### config.mk
export PLATFORM = sky130hd
export DESIGN_NAME = mic_translator
export DESIGN_NICKNAME = d
export VERILOG_FILES = /design/src/rtl/mic_translator.sv
export SDC_FILE = /design/constraint.sdc
export NUM_CORES = 1
export LEC_CHECK = 0
export CAP_MARGIN = 25
export CORE_UTILIZATION = 55
export DETAILED_ROUTE_END_ITERATION = 12
export PLACE_DENSITY = 0.79
export SETUP_SLACK_MARGIN = 0.15
export SLEW_MARGIN = 40
export SYNTH_ARGS = -nofsm -noshare
export SYNTH_HDL_FRONTEND = slang
export SYNTH_SLANG_ARGS = --single-unit
### constraint.sdc
create_clock -name CLK -period 4.4 [get_ports CLK]
set_input_delay 0.66 -clock CLK [delete_from_list [all_inputs] [get_ports CLK]]
set_output_delay 0.66 -clock CLK [all_outputs]
set_load 0.01 [all_outputs]
### src/rtl/mic_translator.sv
// I2S master/receiver for a 24-bit MEMS microphone: generates BCLK/LRCLK,
// captures left-channel samples and publishes blocks of 16 10-bit samples.
module mic_translator #(
  parameter int CLK_DIV   = 16,
  parameter bit SYNC_DOUT = 1'b1
) (
  input  logic       CLK,
  input  logic       RST_N,
  input  logic       DOUT,
  output logic       LRCLK,
  output logic       BCLK,
  output logic       new_t,
  output logic [9:0] t0,
  output logic [9:0] t1,
  output logic [9:0] t2,
  output logic [9:0] t3,
  output logic [9:0] t4,
  output logic [9:0] t5,
  output logic [9:0] t6,
  output logic [9:0] t7,
  output logic [9:0] t8,
  output logic [9:0] t9,
  output logic [9:0] t10,
  output logic [9:0] t11,
  output logic [9:0] t12,
  output logic [9:0] t13,
  output logic [9:0] t14,
  output logic [9:0] t15
);

  localparam logic [7:0] DIV_LAST = 8'(CLK_DIV - 1);

  logic [7:0]  div_cnt_reg;
  logic        bclk_reg;
  logic [5:0]  bit_cnt_reg;
  logic [23:0] shift_reg;
  logic [3:0]  widx_reg;
  logic        publish_reg;
  logic        new_t_reg;
  logic        dout_s;

  logic        tick;
  logic        bclk_rise;
  logic        bclk_fall;
  logic        capture;
  logic        last_bit;
  logic [23:0] sample_full;

  logic [9:0]  buf_q [16];
  logic [9:0]  t_q   [16];

  // Optional DOUT synchroniser; two CLK of latency stays inside the BCLK
  // half-period only when CLK_DIV >= 4.
  generate
    if (SYNC_DOUT) begin : g_sync
      logic [1:0] sync_reg;
      always_ff @(posedge CLK or negedge RST_N) begin
        if (!RST_N) begin
          sync_reg <= 2'b00;
        end else begin
          sync_reg <= {sync_reg[0], DOUT};
        end
      end
      assign dout_s = sync_reg[1];
    end else begin : g_nosync
      assign dout_s = DOUT;
    end
  endgenerate

  assign tick        = (div_cnt_reg == DIV_LAST);
  assign bclk_rise   = tick & ~bclk_reg;
  assign bclk_fall   = tick & bclk_reg;
  assign capture     = bclk_rise && (bit_cnt_reg >= 6'd1) && (bit_cnt_reg <= 6'd24);
  assign last_bit    = bclk_rise && (bit_cnt_reg == 6'd24);
  assign sample_full = {shift_reg[22:0], dout_s};

  always_ff @(posedge CLK or negedge RST_N) begin
    if (!RST_N) begin
      div_cnt_reg <= 8'd0;
      bclk_reg    <= 1'b0;
      bit_cnt_reg <= 6'd0;
    end else begin
      if (tick) begin
        div_cnt_reg <= 8'd0;
        bclk_reg    <= ~bclk_reg;
      end else begin
        div_cnt_reg <= div_cnt_reg + 8'd1;
      end
      if (bclk_fall) begin
        bit_cnt_reg <= bit_cnt_reg + 6'd1;
      end
    end
  end

  // Left-slot bits 1..24 are the 24-bit sample, MSB first (one-bit I2S delay).
  always_ff @(posedge CLK or negedge RST_N) begin
    if (!RST_N) begin
      shift_reg   <= 24'd0;
      widx_reg    <= 4'd0;
      publish_reg <= 1'b0;
      new_t_reg   <= 1'b0;
    end else begin
      if (capture) begin
        shift_reg <= sample_full;
      end
      if (last_bit) begin
        widx_reg <= widx_reg + 4'd1;
      end
      publish_reg <= last_bit && (widx_reg == 4'd15);
      new_t_reg   <= publish_reg;
    end
  end

  generate
    for (genvar gi = 0; gi < 16; gi++) begin : g_slot
      logic [9:0] entry_reg;
      logic [9:0] t_entry_reg;

      always_ff @(posedge CLK or negedge RST_N) begin
        if (!RST_N) begin
          entry_reg   <= 10'd0;
          t_entry_reg <= 10'd0;
        end else begin
          if (last_bit && (widx_reg == 4'(gi))) begin
            entry_reg <= sample_full[23:14];
          end
          if (publish_reg) begin
            t_entry_reg <= entry_reg;
          end
        end
      end

      assign buf_q[gi] = entry_reg;
      assign t_q[gi]   = t_entry_reg;
    end
  endgenerate

  assign BCLK  = bclk_reg;
  assign LRCLK = bit_cnt_reg[5];
  assign new_t = new_t_reg;

  assign t0  = t_q[0];
  assign t1  = t_q[1];
  assign t2  = t_q[2];
  assign t3  = t_q[3];
  assign t4  = t_q[4];
  assign t5  = t_q[5];
  assign t6  = t_q[6];
  assign t7  = t_q[7];
  assign t8  = t_q[8];
  assign t9  = t_q[9];
  assign t10 = t_q[10];
  assign t11 = t_q[11];
  assign t12 = t_q[12];
  assign t13 = t_q[13];
  assign t14 = t_q[14];
  assign t15 = t_q[15];

endmodule

# --- Yosys cells after proc, flatten, opt, wreduce, memory -nomap -nowiden ---
# Cells that the tools add are included.
classes:
  mux: 1
  magnitude_cmp: 2
  addsub: 3
  n_reduce_logical: 20
  n_eq_ne: 17
  bitwise_logic: 3
ops:
  columns: ["op", "n"]
  rows:
  - ["== test 4 bit (second input constant)", 8]
  - ["logical AND 1 bit", 19]
  - ["== test 4 x 3 -> 1 bit (second input constant)", 4]
  - ["adder 8 x 1 -> 8 bit (second input constant)", 1]
  - ["== test 4 x 2 -> 1 bit (second input constant)", 2]
  - ["== test 8 x 4 -> 1 bit (second input constant)", 1]
  - ["two-way mux 8 bit", 1]
  - ["adder 6 x 1 -> 6 bit (second input constant)", 1]
  - ["== test 6 x 5 -> 1 bit (second input constant)", 1]
  - ["greater-or-equal comparator 6 x 1 -> 1 bit (second input constant)", 1]
  - ["less-or-equal comparator 6 x 5 -> 1 bit (second input constant)", 1]
  - ["adder 4 x 1 -> 4 bit (second input constant)", 1]
  - ["== test 4 x 1 -> 1 bit (second input constant)", 1]
  - ["logical NOT 4 bit", 1]
  - ["AND 1 bit", 2]
  - ["inverter 1 bit", 1]
word_totals:
  regBits: 366
  input_bits: 3
  out_inout_bits: 163

# --- Longest topological paths before layout ---
depth:
  ltp_word: 4
  depth_mapped: 7

# --- Worst setup path after synthesis ---
# OpenSTA, ideal clock, no wires.
synth_path:
  path_kind: "reg2reg"
  startpoint: "register div_cnt_reg[0]"
  endpoint: "register g_slot[5].entry_reg[0]"
  stages_incl_launch_ff: 8
  path_slack_ns: 2.003
  arrival_time_ns: 2.272
  required_ns: 4.275
  setup_ns: 0.125
  path_cell_list: "dfrtp_1 ha_1 and3_1 clkbuf_1 nand2_1 buf_2 nor3_2 mux2_2"
synth_between:
  elab_chain_len: 4
synth_lines:
  columns: ["element", "line", "text"]
  rows:
  - ["start, declared", "33", "logic [7:0] div_cnt_reg;"]
  - ["start signal, assigned", "87", "div_cnt_reg <= div_cnt_reg + 8'd1;"]
  - ["== test 8 x 4 -> 1 bit", "70", "assign tick = (div_cnt_reg == DIV_LAST);"]
  - ["AND 1 bit", "71", "assign bclk_rise = tick & ~bclk_reg;"]
  - ["logical AND 1 bit", "74", "assign last_bit = bclk_rise && (bit_cnt_reg == 6'd24);"]
  - ["logical AND 1 bit", "124", "if (last_bit && (widx_reg == 4'(gi))) begin"]
  - ["end signal, assigned", "125", "entry_reg <= sample_full[23:14];"]
  - ["end, declared", "116", "logic [9:0] entry_reg;"]
# No other way between the ends.
# A chain may end at the register's enable or synchronous reset.

# --- Final worst setup path ---
layout_path:
  startpoint: "register div_cnt_reg[4]"
  endpoint: "register g_slot[3].entry_reg[3]"
layout_between:
  elab_chain_len: 4
layout_lines:
  columns: ["element", "line"]
  rows:
  - ["== test 8 x 4 -> 1 bit", "70"]
  - ["AND 1 bit", "71"]
  - ["logical AND 1 bit", "74"]
  - ["logical AND 1 bit", "124"]
  - ["end signal, assigned", "125"]
  - ["end, declared", "116"]
# No other way between the ends.

==> flow_summary.toml <==
[outcome]
outcome = "complete, no violations"

[cts]
postCtsHoldBufs = 0
postCtsSetupRepairBufs = 0
cts_resized = 0
htreeDepth = 2
insertion_delay_ns = 0.52
root_buffer = "clkbuf_16"
cts_tree = "yes"
cts.sinks = 366
path_clk_slew_ns = 0.06
clockBufferDepth = 3
cts_buffers = 37

[worst_setup_path]
reg2reg_depth = 4
end_kind = "flop"
path_depth = 4
critical_path.max_fanout = 10
required_ns = 4.80
crit_type = "flop to flop"
critPathTopFamily = "simple AND/OR/NAND/NOR gates"
path_buf_inv = 0
cpPeakStageDelay_ns = 0.66
worstPathArrival_ns = 3.15
critical-path-slowest-cell = "or4_1"
worstPathCellList = "or4_1, or3_1, nor3_4, mux2_2"
cp-start-kind = "flop"

[place]
postPlaceCellArea_um2 = 15970
dp_cells = 1299
dpl.hpwl_mm = 17.93
port_buffers = 165
place_congestion = 0.7891

[final_layout]
antenna-diode-count = 0
drive_gt1_share_pct = 41.69
final_common_cell = "dfrtp_1"
final_nets = 1026
largest_reg_flops = 160
final_cell_mix = "dfrtp_1 (356), mux2_2 (340), clkdlybuf4s50_1 (164)"
instances_no_fill = 1365
fin_area_um2 = 17220
syn2layout_area_growth_pct = 24.37

[synth]
synth_ff_type = "dfrtp_1"
yosysSeqAreaShare_pct = 66.14
synth_cell_types = 29
yosys_warnings = 0
avgSynthCellArea_um2 = 16.60
synth_fa_ha_area_share_pct = 0.8132
synth_xor_area_share_pct = 0.9487
ys_async_sr_fraction_pct = 100.0
synth_compound_area_share_pct = 0.09939
muxShareOfSynthArea_pct = 27.97
netlist_instances = 834
synth_top_family_by_area = "multiplexers"
synth_edf_count = 0
netlist_area_um2 = 13850
synth-simple-area-share_pct = 2.909
ys_ff_latch = 366
synth.net_count = 846

[floorplan]
core_um2 = 24530
fp.dieW_um = 160.7
pin_count = 166
die_h_um = 160.7
initial_core_util_pct = 56.45
rows = 57
die_area_um2 = 25820

[sta]
whs_ns = 0.01638
tightestPinTransition_ns = 0.6944
finalSetupViolCount = 0
finalHoldViolations = 0
min_period_ns = 2.753
fin_crit_sh_pct = 62.57
fmax_mhz = 363.2
rsz0062_at_grt = "false"
relSlewSlack_pct = 53.54
setup-tns-final_ns = 0
drv_slew = 0
skew_ns = 0.01738

[drt]
drt_wl_total_mm = 28.77
vias = 7507
firstDrtPassIters = 5
postRouteAntennaNets = 0
first_iter_violations = 344
drc = 0
wl_per_cell_um = 21.08
routed_via_density = 5.500

[global_routing]
grt_overflow = 0
track_usage_pct = 23.67
grt_pass1_vias = 8069
antenna_found_initial = 0
grt_max_degree = 90
grt_pass1_wl_mm = 46.75

[worst_hold_path]
hold_path.class = "primary input to asynchronous set/reset pin"

[power_and_ir_drop]
vdd_drop_max_uv = 323.4
leakage_uw = 0.008480
finalPower_uw = 6563
powerDensity_nw_per_um2 = 381.0

[job]
cap_violations = 0
-- where the power goes --
group	switching (µW)	internal, µW	leakage [µW]
Combinational	63.7	9.67	0.00280
Sequential	0.402	3370	0.00508
Clock	1240	1880	0.000598
Total	1300	5260	0.00848
-- Yosys cell counts, types with 2 or more instances --
| cell type | number | share of area, % |
|---|---|---|
| dfrtp_1 | 366 | 66 |
| mux2_2 | 340 | 28 |
| clkbuf_1 | 21 | 0.57 |
| buf_1 | 10 | 0.27 |
| ha_1 | 9 | 0.81 |
| nand2_1 | 9 | 0.24 |
| xnor2_1 | 9 | 0.57 |
| nor2_1 | 7 | 0.19 |
| nor3_2 | 7 | 0.51 |
| xor2_1 | 6 | 0.38 |
| inv_1 | 5 | 0.14 |
| nand3_1 | 5 | 0.18 |
| nor3_4 | 5 | 0.59 |
| and3_1 | 4 | 0.18 |
| buf_2 | 4 | 0.14 |
| mux2_1 | 4 | 0.33 |
| nand4_1 | 4 | 0.18 |
| nor2_2 | 4 | 0.18 |
| nor3_1 | 3 | 0.11 |
| nand3b_1 | 2 | 0.11 |
| nor4_1 | 2 | 0.090 |
-- per-stage QoR --
step / util (%) / setup slack (ns)
3_3_place_gp: 64.68 / 1.574
3_5_place_dp: 65.11 / 1.678
5_1_grt: 70.20 / 1.486
6_report: 70.20 / 1.647
4_1_cts: 70.09 / 1.666
2_1_floorplan: - / 2.003
-- kinds of logic (layout without fill, tap and decap cells) --
family,after synthesis,count (layout)
buf+inv,40,247
simple gates,58,58
fa+ha+maj,9,9
flops,366,366
compound gates,2,2
mux,344,344
xor+xnor,15,15
-- worst paths after layout --
kind                       slack [ns]                      end               start
min                              0.02  g_slot[15].entry_reg[3]               RST_N
min in group CLK                 0.35       g_sync.sync_reg[1]  g_sync.sync_reg[0]
min reg2reg                      0.35       g_sync.sync_reg[1]  g_sync.sync_reg[0]
max                              1.65   g_slot[3].entry_reg[3]      div_cnt_reg[4]
max reg2reg                      1.65   g_slot[3].entry_reg[3]      div_cnt_reg[4]
max in group asynchronous        3.22              publish_reg               RST_N
-- area by class of cell --
class	instances	area, µm²
sequential	366	9174
timing repair buffer	176	1817
tap	324	405.4
multi-input combinational	428	4586
inverter	5	18.77
clock buffer	60	1135
fill	1610	7311
clock inverter	6	87.58
-- routing by layer --
| layer | vias to the layer above | part of all wire [%] | GRT usage, % |
|---|---|---|---|
| met5 | - | 0 | 0 |
| met4 | 0 | 1.7 | 6.234 |
| met3 | 39 | 4.6 | 3.900 |
| met2 | 175 | 50 | 38.78 |
| met1 | 3980 | 44 | 33.16 |
| li1 | 3313 | - | - |
No activity file was read; power rests on OpenSTA's default activity.
